### src/rtl/ascii_sep_pkg.sv
// Shared types, ASCII constants and byte classifier for the streaming decimal parser.
package ascii_sep_pkg;

    typedef enum logic [2:0] {
        ST_IDLE,
        ST_GAP,
        ST_SIGN,
        ST_DIGIT,
        ST_DRAIN,
        ST_DONE
    } state_t;

    typedef enum logic [1:0] {
        CC_DIGIT,
        CC_SIGN,
        CC_DELIM,
        CC_ILLEGAL
    } char_class_t;

    localparam logic [7:0] ASCII_ZERO  = 8'h30;
    localparam logic [7:0] ASCII_NINE  = 8'h39;
    localparam logic [7:0] ASCII_MINUS = 8'h2D;
    localparam logic [7:0] ASCII_SPACE = 8'h20;
    localparam logic [7:0] ASCII_COMMA = 8'h2C;
    localparam logic [7:0] ASCII_CR    = 8'h0D;
    localparam logic [7:0] ASCII_LF    = 8'h0A;

    function automatic char_class_t classify(input logic [7:0] ch);
        char_class_t cc;
        if (ch >= ASCII_ZERO && ch <= ASCII_NINE)
            cc = CC_DIGIT;
        else if (ch == ASCII_MINUS)
            cc = CC_SIGN;
        else if (ch == ASCII_SPACE || ch == ASCII_COMMA || ch == ASCII_CR || ch == ASCII_LF)
            cc = CC_DELIM;
        else
            cc = CC_ILLEGAL;
        return cc;
    endfunction

endpackage

### src/rtl/ascii_stream_num_parser_if.sv
// Byte-stream input and RAM write port of the decimal parser.
interface ascii_stream_num_parser_if #(
    parameter int DATA_WIDTH = 32,
    parameter int ADDR_WIDTH = 11
);
    logic [7:0]            pkt_payload_data;
    logic                  pkt_payload_valid;
    logic                  pkt_payload_last;
    logic                  pkt_payload_ready;
    logic                  wr_en;
    logic [ADDR_WIDTH-1:0] wr_addr;
    logic [DATA_WIDTH-1:0] wr_data;

    modport master (
        output pkt_payload_data, pkt_payload_valid, pkt_payload_last,
        input  pkt_payload_ready, wr_en, wr_addr, wr_data
    );

    modport slave (
        input  pkt_payload_data, pkt_payload_valid, pkt_payload_last,
        output pkt_payload_ready, wr_en, wr_addr, wr_data
    );
endinterface

### src/rtl/dec_accumulator.sv
// Decimal digit accumulator: acc*10 + digit, clamped to the signed limit of DATA_WIDTH.
module dec_accumulator #(
    parameter int DATA_WIDTH = 32
) (
    input  logic [DATA_WIDTH+3:0] acc,
    input  logic [3:0]            digit,
    input  logic                  neg,
    output logic [DATA_WIDTH+3:0] acc_nxt,
    output logic                  ovf
);
    localparam int AW = DATA_WIDTH + 4;
    localparam logic [AW-1:0] POS_LIM = {5'b0, {(DATA_WIDTH-1){1'b1}}};
    localparam logic [AW-1:0] NEG_LIM = {4'b0, 1'b1, {(DATA_WIDTH-1){1'b0}}};

    logic [AW-1:0] prod;
    logic [AW-1:0] lim;

    // acc never exceeds NEG_LIM, so the product always fits in DATA_WIDTH+4 bits
    always_comb begin
        prod    = (acc << 3) + (acc << 1) + {{(AW-4){1'b0}}, digit};
        lim     = neg ? NEG_LIM : POS_LIM;
        ovf     = (prod > lim);
        acc_nxt = ovf ? lim : prod;
    end
endmodule

### src/rtl/ascii_stream_num_parser.sv
// Streaming ASCII decimal list parser: converts a byte packet into signed words written to external RAM.
//
// state    | meaning
// ST_IDLE  | waiting for first byte of a packet
// ST_GAP   | between numbers (after a delimiter)
// ST_SIGN  | '-' seen, waiting for first digit
// ST_DIGIT | accumulating digits of a number
// ST_DRAIN | packet is invalid, discarding bytes until last
// ST_DONE  | packet finished, holding results until clear
module ascii_stream_num_parser
    import ascii_sep_pkg::*;
#(
    parameter int DATA_WIDTH = 32,
    parameter int ADDR_WIDTH = 11,
    parameter int MAX_COUNT  = 2048,
    parameter int SAT_MODE   = 0
) (
    input  logic                  clk,
    input  logic                  rst_n,
    input  logic                  clear,
    ascii_stream_num_parser_if.slave bus,
    output logic                  busy,
    output logic                  done,
    output logic                  invalid,
    output logic                  overflow,
    output logic [ADDR_WIDTH:0]   num_count
);
    localparam int AW = DATA_WIDTH + 4;
    localparam logic [ADDR_WIDTH:0] MAX_CNT = MAX_COUNT[ADDR_WIDTH:0];

    state_t                state_q, state_d;
    char_class_t           cls;
    logic                  accept;
    logic [3:0]            digit;
    logic [AW-1:0]         acc_q, acc_nxt, acc_new;
    logic                  neg_q, acc_ovf;
    logic                  acc_ld, neg_set, flush, set_inv, set_ovf;
    logic [ADDR_WIDTH:0]   cnt_q;
    logic                  wr_en_q, invalid_q, ovf_q;
    logic [ADDR_WIDTH-1:0] wr_addr_q;
    logic [DATA_WIDTH-1:0] wr_data_q;

    assign bus.pkt_payload_ready = (state_q != ST_DONE);
    assign accept = bus.pkt_payload_valid && bus.pkt_payload_ready;
    assign cls    = classify(bus.pkt_payload_data);
    assign digit  = bus.pkt_payload_data[3:0];

    dec_accumulator #(.DATA_WIDTH(DATA_WIDTH)) u_dec_acc (
        .acc     (acc_q),
        .digit   (digit),
        .neg     (neg_q),
        .acc_nxt (acc_nxt),
        .ovf     (acc_ovf)
    );

    always_ff @(posedge clk or negedge rst_n) begin
        if (!rst_n)
            state_q <= ST_IDLE;
        else
            state_q <= state_d;
    end

    always_comb begin
        state_d = state_q;
        acc_ld  = 1'b0;
        neg_set = 1'b0;
        flush   = 1'b0;
        set_inv = 1'b0;
        set_ovf = 1'b0;
        if (accept) begin
            case (state_q)
                ST_IDLE, ST_GAP: begin
                    case (cls)
                        CC_DIGIT: begin acc_ld = 1'b1; state_d = ST_DIGIT; end
                        CC_SIGN:  begin neg_set = 1'b1; state_d = ST_SIGN; end
                        CC_DELIM: state_d = ST_GAP;
                        default:  begin set_inv = 1'b1; state_d = ST_DRAIN; end
                    endcase
                end
                ST_SIGN: begin
                    if (cls == CC_DIGIT) begin
                        acc_ld  = 1'b1;
                        state_d = ST_DIGIT;
                    end else begin
                        set_inv = 1'b1;
                        state_d = ST_DRAIN;
                    end
                end
                ST_DIGIT: begin
                    case (cls)
                        CC_DIGIT: acc_ld = 1'b1;
                        CC_DELIM: begin flush = 1'b1; state_d = ST_GAP; end
                        default:  begin set_inv = 1'b1; state_d = ST_DRAIN; end
                    endcase
                end
                default: ;
            endcase

            if (acc_ld && acc_ovf) begin
                set_ovf = 1'b1;
                if (SAT_MODE == 0) begin
                    acc_ld  = 1'b0;
                    set_inv = 1'b1;
                    state_d = ST_DRAIN;
                end
            end

            // last byte closes the packet, flushing a number that is still open
            if (bus.pkt_payload_last) begin
                if (state_d == ST_DIGIT)
                    flush = 1'b1;
                state_d = ST_DONE;
            end

            if (flush && cnt_q == MAX_CNT) begin
                flush   = 1'b0;
                set_inv = 1'b1;
                if (!bus.pkt_payload_last)
                    state_d = ST_DRAIN;
            end
        end
        if (clear)
            state_d = ST_IDLE;
    end

    assign acc_new = acc_ld ? acc_nxt : acc_q;

    always_ff @(posedge clk or negedge rst_n) begin
        if (!rst_n) begin
            acc_q     <= '0;
            neg_q     <= 1'b0;
            cnt_q     <= '0;
            wr_en_q   <= 1'b0;
            wr_addr_q <= '0;
            wr_data_q <= '0;
            invalid_q <= 1'b0;
            ovf_q     <= 1'b0;
        end else if (clear) begin
            acc_q     <= '0;
            neg_q     <= 1'b0;
            cnt_q     <= '0;
            wr_en_q   <= 1'b0;
            wr_addr_q <= '0;
            wr_data_q <= '0;
            invalid_q <= 1'b0;
            ovf_q     <= 1'b0;
        end else begin
            wr_en_q <= flush;
            if (flush) begin
                wr_addr_q <= cnt_q[ADDR_WIDTH-1:0];
                wr_data_q <= DATA_WIDTH'(neg_q ? -acc_new : acc_new);
                cnt_q     <= cnt_q + (ADDR_WIDTH+1)'(1);
            end
            if (set_inv)
                invalid_q <= 1'b1;
            if (set_ovf)
                ovf_q <= 1'b1;
            // the partial number only survives while a number is actually open
            if (state_d == ST_DIGIT) begin
                if (acc_ld)
                    acc_q <= acc_nxt;
            end else begin
                acc_q <= '0;
            end
            if (neg_set)
                neg_q <= 1'b1;
            else if (state_d != ST_SIGN && state_d != ST_DIGIT)
                neg_q <= 1'b0;
        end
    end

    assign bus.wr_en   = wr_en_q;
    assign bus.wr_addr = wr_addr_q;
    assign bus.wr_data = wr_data_q;
    assign busy        = (state_q != ST_IDLE) && (state_q != ST_DONE);
    assign done        = (state_q == ST_DONE);
    assign invalid     = invalid_q;
    assign overflow    = ovf_q;
    assign num_count   = cnt_q;
endmodule

### src/flat_wrapper.sv
// flat-port wrapper written by rule: the top's interface ports become plain ports
module ascii_stream_num_parser_flat import ascii_sep_pkg::*;
#(
    parameter int DATA_WIDTH = 32,
    parameter int ADDR_WIDTH = 11,
    parameter int MAX_COUNT  = 2048,
    parameter int SAT_MODE   = 0
)
  (clk, rst_n, clear, busy, done, invalid, overflow, num_count, bus_pkt_payload_data, bus_pkt_payload_valid, bus_pkt_payload_last, bus_pkt_payload_ready, bus_wr_en, bus_wr_addr, bus_wr_data);
  ascii_stream_num_parser_if #(.DATA_WIDTH(DATA_WIDTH), .ADDR_WIDTH(ADDR_WIDTH)) bus_i ();
  input  logic clk;
  input  logic rst_n;
  input  logic clear;
  output logic busy;
  output logic done;
  output logic invalid;
  output logic overflow;
  output logic [ADDR_WIDTH:0] num_count;
  input wire logic [$bits(bus_i.pkt_payload_data)-1:0] bus_pkt_payload_data;
  input wire logic [$bits(bus_i.pkt_payload_valid)-1:0] bus_pkt_payload_valid;
  input wire logic [$bits(bus_i.pkt_payload_last)-1:0] bus_pkt_payload_last;
  output wire logic [$bits(bus_i.pkt_payload_ready)-1:0] bus_pkt_payload_ready;
  output wire logic [$bits(bus_i.wr_en)-1:0] bus_wr_en;
  output wire logic [$bits(bus_i.wr_addr)-1:0] bus_wr_addr;
  output wire logic [$bits(bus_i.wr_data)-1:0] bus_wr_data;
  assign bus_i.pkt_payload_data = bus_pkt_payload_data;
  assign bus_i.pkt_payload_valid = bus_pkt_payload_valid;
  assign bus_i.pkt_payload_last = bus_pkt_payload_last;
  assign bus_pkt_payload_ready = bus_i.pkt_payload_ready;
  assign bus_wr_en = bus_i.wr_en;
  assign bus_wr_addr = bus_i.wr_addr;
  assign bus_wr_data = bus_i.wr_data;
  ascii_stream_num_parser #(.DATA_WIDTH(DATA_WIDTH), .ADDR_WIDTH(ADDR_WIDTH), .MAX_COUNT(MAX_COUNT), .SAT_MODE(SAT_MODE)) u_core (.clk(clk), .rst_n(rst_n), .clear(clear), .bus(bus_i), .busy(busy), .done(done), .invalid(invalid), .overflow(overflow), .num_count(num_count));
endmodule
### config.mk
export PLATFORM = sky130hd
export DESIGN_NAME = ascii_stream_num_parser_flat
export DESIGN_NICKNAME = d
export VERILOG_FILES = /design/src/rtl/ascii_sep_pkg.sv /design/src/rtl/ascii_stream_num_parser_if.sv /design/src/rtl/dec_accumulator.sv /design/src/rtl/ascii_stream_num_parser.sv /design/src/flat_wrapper.sv
export SDC_FILE = /design/constraint.sdc
export NUM_CORES = 1
export LEC_CHECK = 0
export CORE_ASPECT_RATIO = 1.4
export CORE_UTILIZATION = 53
export DETAILED_ROUTE_END_ITERATION = 16
export GPL_TIMING_DRIVEN = 1
export PLACE_DENSITY = 0.76
export RECOVER_POWER = 100
export SLEW_MARGIN = 20
export SYNTH_ARGS = -nofsm -noshare
export SYNTH_HDL_FRONTEND = slang
export SYNTH_SLANG_ARGS = --single-unit
### constraint.sdc
create_clock -name clk -period 17.72 [get_ports clk]
set_clock_uncertainty 0.1 [all_clocks]
set_input_delay 3.544 -clock clk [delete_from_list [all_inputs] [get_ports clk]]
set_output_delay 3.544 -clock clk [all_outputs]
set_load 0.02 [all_outputs]
Word-level counts from Yosys, hierarchy flattened
Index checks and enable logic that the tools add are counted.
- bits in registers: 98
- latch bits: 0
- memory bits (writable): 0
- memory bits (read-only): 0
- output and inout port bits: 61
- word-level logic and storage cells: 111
- memories kept: 0
- $add $sub $neg: 4
- multipliers: 0
- divide/modulo/power cells: 0
- order comparisons: 3
- eq/ne operators: 17
- shift operators: 0
- mux-type cells: 58
- bitwise gates (word level): 0
- reductions and logical operators: 20
- operators with widths (operator ; count):
    two-way mux 36 bit ; 4
    two-way mux 32 bit ; 4
    adder 36 bit ; 1
    adder 36 x 4 -> 36 bit ; 1
    > comparator 36 bit ; 1
    two-way mux 1 bit ; 32
    negator 32 bit ; 1
    equality test 8 x 6 -> 1 bit (second input constant) ; 3
    two-way mux 12 bit ; 2
    two-way mux 3 bit ; 8
    two-way mux 11 bit ; 2
    one-hot mux 3 bit (3 select lines) ; 2
    equality test 8 x 4 -> 1 bit (second input constant) ; 2
    adder 12 x 1 -> 12 bit (second input constant) ; 1
    equality test 12 bit (second input constant) ; 1
    equality test 3 x 2 -> 1 bit (second input constant) ; 4
    >= comparator 8 x 6 -> 1 bit (second input constant) ; 1
    <= comparator 8 x 6 -> 1 bit (second input constant) ; 1
    logical AND 1 bit ; 6
    inequality test 3 x 2 -> 1 bit (second input constant) ; 2
    one-hot mux 3 bit (2 select lines) ; 1
    nonzero test 2 bit ; 3
    nonzero test 3 bit ; 2
    two-way mux 2 bit ; 2
    other kinds (12) ; 15

Longest topological paths before layout
- depth after elaboration: 27
- mapped depth: 33
- depth with buffers taken out: 29

By module
Synthesis repeated with hierarchy kept, for this count alone.
- cells, all modules: 1057
- area, all modules: 9307.7 um^2
- by module, submodules not included (module ; instances ; cells an instance ; area each (um^2) ; seq. area each (um^2)):
    ascii_stream_num_parser ; 1 ; 634 ; 5848.1 ; 2452.4
    dec_accumulator ; 1 ; 423 ; 3459.6 ; 0.0

Least setup slack after synthesis
Ideal clock, no wire load.
- path kind: in2reg
- start: input bus_pkt_payload_data[3]
- end: register u_core.wr_data_q[28] (netlist: u_core.bus.wr_data[28])
- arrival time: 10.446 ns
- data required time: 17.488 ns
- path slack: 7.042 ns
- stages: 31
- buffers on the path: 3
- path through: fa_1 ha_1 a211o_1 nand3_1 a211o_1 a21oi_1 nor2_1 o21a_1 o221ai_1 xor2_1 ha_1 a21oi_1 o21ai_0 a2111oi_0 nand4_1 a21oi_1 o211ai_1 or3_1 buf_4 buf_6 buf_2 mux2i_1 ha_1 inv_1 or4_1 nor2_1 nor4bb_1 mux2i_1 o41ai_1 xnor2_1 o21ai_1
- longest elaborated chain between the ends: 22
- elaborated cells between the ends (all ways): 47
- classes of those cells: add/sub: 2; order compare: 3; eq/ne: 8; mux: 26; reduce/logical: 8
- RTL lines (what ; line ; RTL):
    start, declared ; flat_wrapper.sv:19 ; input wire logic [$bits(bus_i.pkt_payload_data)-1:0] bus_pkt_payload_data;
    branches (longest 22 deep; another with adder 36 x 4 -> 36 bit) ; - ;
    end signal, assigned ; ascii_stream_num_parser.sv:151 ; wr_data_q <= DATA_WIDTH'(neg_q ? -acc_new : acc_new);
    end, declared ; ascii_stream_num_parser.sv:41 ; logic [DATA_WIDTH-1:0] wr_data_q;
Several ways; the timed one is not identified. The select of a mux whose other input is x is not followed.
A chain may end at the register's enable or synchronous reset.

Worst setup path in the final report
- start: input bus_pkt_payload_data[3]
- end: register u_core.wr_data_q[30] (netlist: u_core.bus.wr_data[30])
Same word-level chain as after synthesis.

==> metrics.cfg <==
[sta]
maxSlewHeadroom=-1.02
fin_setup_tns_ns=0
worst_slew_pin_slew_ns=3.03
maxSlewViolCount=254
rsz0062_at_grt=no
min_period_ns=12.40
finalSetupViolations=0
timing.fmax_ghz=0.0806
period_share=0.700
hold_viol=0

[cells_and_area]
fin_nets=1164
area_growth_pct=13.8
fin_cells=1249
drive_gt1_frac=0.0408
final_cell_area_sq_um=9650
antennaDiodeCount=0
fin_util=0.619

[setup_path]
crit_type=primary input to register
slowest_stage=or3_2
start_kind=primary input
cp.required_ns=17.78
end_kind=register
arrival_ns=12.46
cp_max_fo=11
cpPeakStageDelay_ns=0.67

[detailed_routing]
drt-total-wl_microns=22700
wl_per_cell_microns=18.2
vias=7911
final_antenna_net_count=0
drtIter0Drc=567
post-route-drc-count=0
routed_via_density=6.33
dr.pass1.iters=7

[global_route]
antenna_found_initial=0
grt_remaining_overflow=0
track_usage=0.286
grt_pass1_wl_microns=37300
first_global_vias=7646
grt_max_degree=65

[cts]
insertion_delay_ns=0.35
cts_resized=0
holdBufCountCts=0
clock-root-buffer=clkbuf_16
cts.clk_slew.worst_paths_ns=0.07
post-cts-setup-buffers=0
cts_buffer_depth=2
cts_made_buffers=9
cts.sinks=97
tritoncts=built
htree_num_levels=3

[run]
maxCapViolations=6

[power]
sequentialPowerShare=0.476
p_int_mw=0.360
swShare=0.231
power_leakage_nw=4.88
p_comb_frac=0.052
power.density_nw_per_um2=48.5
power_frac_clock=0.472
p_sw_mw=0.108
peakVddDrop_mv=0.0579

[floorplan]
initial_core_util=0.544
std_cell_rows=54
io_pins=74
coreArea_sq_um=15600
die-height_microns=152
die_x_microns=109
die-area_sq_um=16500

[synth]
syn_nets=1112
async_reset_ff_frac=1.00
ys_seq_area_frac=0.286
ys_warn_count=0
synthCells=996
synth.distinct_cells=76
syn_area_sq_um=8480
synth_ff_type=dfrtp_1
synth_seq_cells=97
synth_edf_count=0
avgSynthCellArea_sq_um=8.52

[place]
place_congestion=0.924
dp.cells=1233
dp_hpwl_microns=17200
port_buffers=73
placed_area_sq_um=9360

[worst_hold_path]
hold_path.class=register to register

[run_status]
violations=max-capacitance violations, max-slew violations
status=finished, violations left

-- layer usage --
layer | wire length (microns) | track usage | vias up
li1 | - | - | 3777
met1 | 9490 | 0.355 | 3775
met2 | 11000 | 0.484 | 283
met3 | 1160 | 0.0436 | 76
met4 | 992 | 0.128 | 0
met5 | 0 | 0 | -
-- cell usage after synthesis (3+ instances only) --
cell	n	area [sq um]
xor2_1	19	166
nand3b_1	7	52.6
dfrtp_1	97	2430
nand3_1	27	135
buf_1	4	15.0
clkbuf_1	30	113
or3_1	9	56.3
a211o_1	3	26.3
nor3b_1	7	52.6
o211ai_1	4	30.0
ha_1	101	1260
or2_2	3	18.8
mux2i_1	47	470
and3_1	11	68.8
o21ai_0	41	205
mux2_2	4	45.0
nand2_1	105	394
and4_1	6	52.6
or4_1	7	52.6
o21a_1	7	52.6
nor4_1	24	150
a31oi_1	10	62.6
a211oi_1	9	67.6
inv_1	22	82.6
nand2b_1	3	18.8
o21ai_1	17	85.1
a21oi_1	83	415
o31ai_1	8	60.1
nor2_1	96	360
a21o_1	14	105
nand4_1	24	150
o21bai_1	4	30.0
and2_1	10	62.6
nor3_1	28	140
xnor2_1	44	385
nor2b_1	5	31.3
buf_2	5	25.0
o221ai_1	3	26.3
-- cells by family after synthesis --
group / count (synthesis) / synth area share
adder cells (fa/ha/maj): 103 / 0.154
buffers and inverters: 65 / 0.0313
XOR/XNOR: 64 / 0.0670
multiplexers: 55 / 0.0678
AO/OA/AOI/OAI: 233 / 0.175
flip-flops: 97 / 0.286
AND/OR/NAND/NOR: 379 / 0.220
-- cell type report --
cell class / count / area (sq um)
Clock buffer: 10 / 239
Clock inverter: 6 / 98.8
Fill cell: 1346 / 5950
Inverter: 23 / 86.3
Multi-Input combinational cell: 834 / 5780
Sequential cell: 97 / 2430
Tap cell: 196 / 245
Timing Repair Buffer: 83 / 772
-- worst max-delay path, delay by kind of cell --
kind / cells / cell delay (ns)
and+or+nand+nor: 8 / 2.39
adders and majority gates: 4 / 1.67
muxes: 1 / 0.27
xor gates and xnor gates: 2 / 0.44
AOI/OAI and AO/OA: 10 / 3.15
buffers and inverters: 3 / 1.02
-- worst paths after layout --
kind / start / end / slack (ns) / depth (start not counted)
worst max-delay path: bus_pkt_payload_data[3] / u_core.bus.wr_data[30]$_DFFE_PN0P_ / 5.32 / 28
max in group asynchronous: rst_n / u_core.neg_q$_DFFE_PN0P_ / 9.84 / 2
min in group asynchronous: rst_n / u_core.num_count[0]$_DFFE_PN0P_ / 3.72 / 1
worst max register to register: u_core.acc_q[0]$_DFF_PN0_ / u_core.bus.wr_data[30]$_DFFE_PN0P_ / 8.66 / 27
worst min register to register: u_core.bus.wr_data[31]$_DFFE_PN0P_ / u_core.bus.wr_data[31]$_DFFE_PN0P_ / 0.39 / 2
worst min-delay path: u_core.bus.wr_data[31]$_DFFE_PN0P_ / u_core.bus.wr_data[31]$_DFFE_PN0P_ / 0.39 / 2
-- metrics by stage --
step	hold WS, ns	worst slack [ns]	power, mW
3_3_place_gp	0.378	5.87	0.252
4_1_cts	0.408	5.91	0.472
6_report	0.395	5.32	0.469
2_1_floorplan	0.425	7.04	0.239
5_1_grt	0.434	4.66	0.481
3_5_place_dp	0.393	5.59	0.252
-- power by group through the flow --
stage / Clock, mW / Combinational [mW] / Sequential [mW]
6_report: 0.221 / 0.0246 / 0.223
5_1_grt: 0.230 / 0.0275 / 0.223
4_1_cts: 0.224 / 0.0254 / 0.223
3_5_place_dp: 0 / 0.0253 / 0.227
3_3_place_gp: 0 / 0.0250 / 0.227
2_1_floorplan: 0 / 0.0121 / 0.227
-- cells in the final DEF, fill, tap and decap left out, types with 9 or more instances in the layout --
| cell | Yosys | routed |
|---|---|---|
| and2_1 | 10 | 9 |
| and3_1 | 11 | 11 |
| dfrtp_1 | 97 | 96 |
| ha_1 | 101 | 101 |
| a31oi_1 | 10 | 10 |
| inv_1 | 22 | 22 |
| xor2_1 | 19 | 19 |
| nand2_1 | 105 | 105 |
| a21o_1 | 14 | 14 |
| a211oi_1 | 9 | 9 |
| nor3_1 | 28 | 27 |
| clkbuf_16 | 0 | 9 |
| nor4_1 | 24 | 24 |
| o21ai_0 | 41 | 54 |
| nand3_1 | 27 | 27 |
| nand4_1 | 24 | 24 |
| dlygate4sd3_1 | 0 | 62 |
| xnor2_1 | 44 | 44 |
| mux2i_1 | 47 | 47 |
| nor2_1 | 96 | 96 |
| a21oi_1 | 83 | 83 |
| clkdlybuf4s50_1 | 0 | 9 |
-- state kept, by name (all words and copies together), names as in the netlist --
signal and flops:
u_core.invalid 1, u_core.num_count 12, u_core.bus.wr_addr 11, u_core.bus.wr_en 1, u_core.acc_q 35, u_core.state_q 3, u_core.bus.wr_data 32, u_core.neg_q 1
u_core.overflow 1
(Power assumes the default switching activity.)
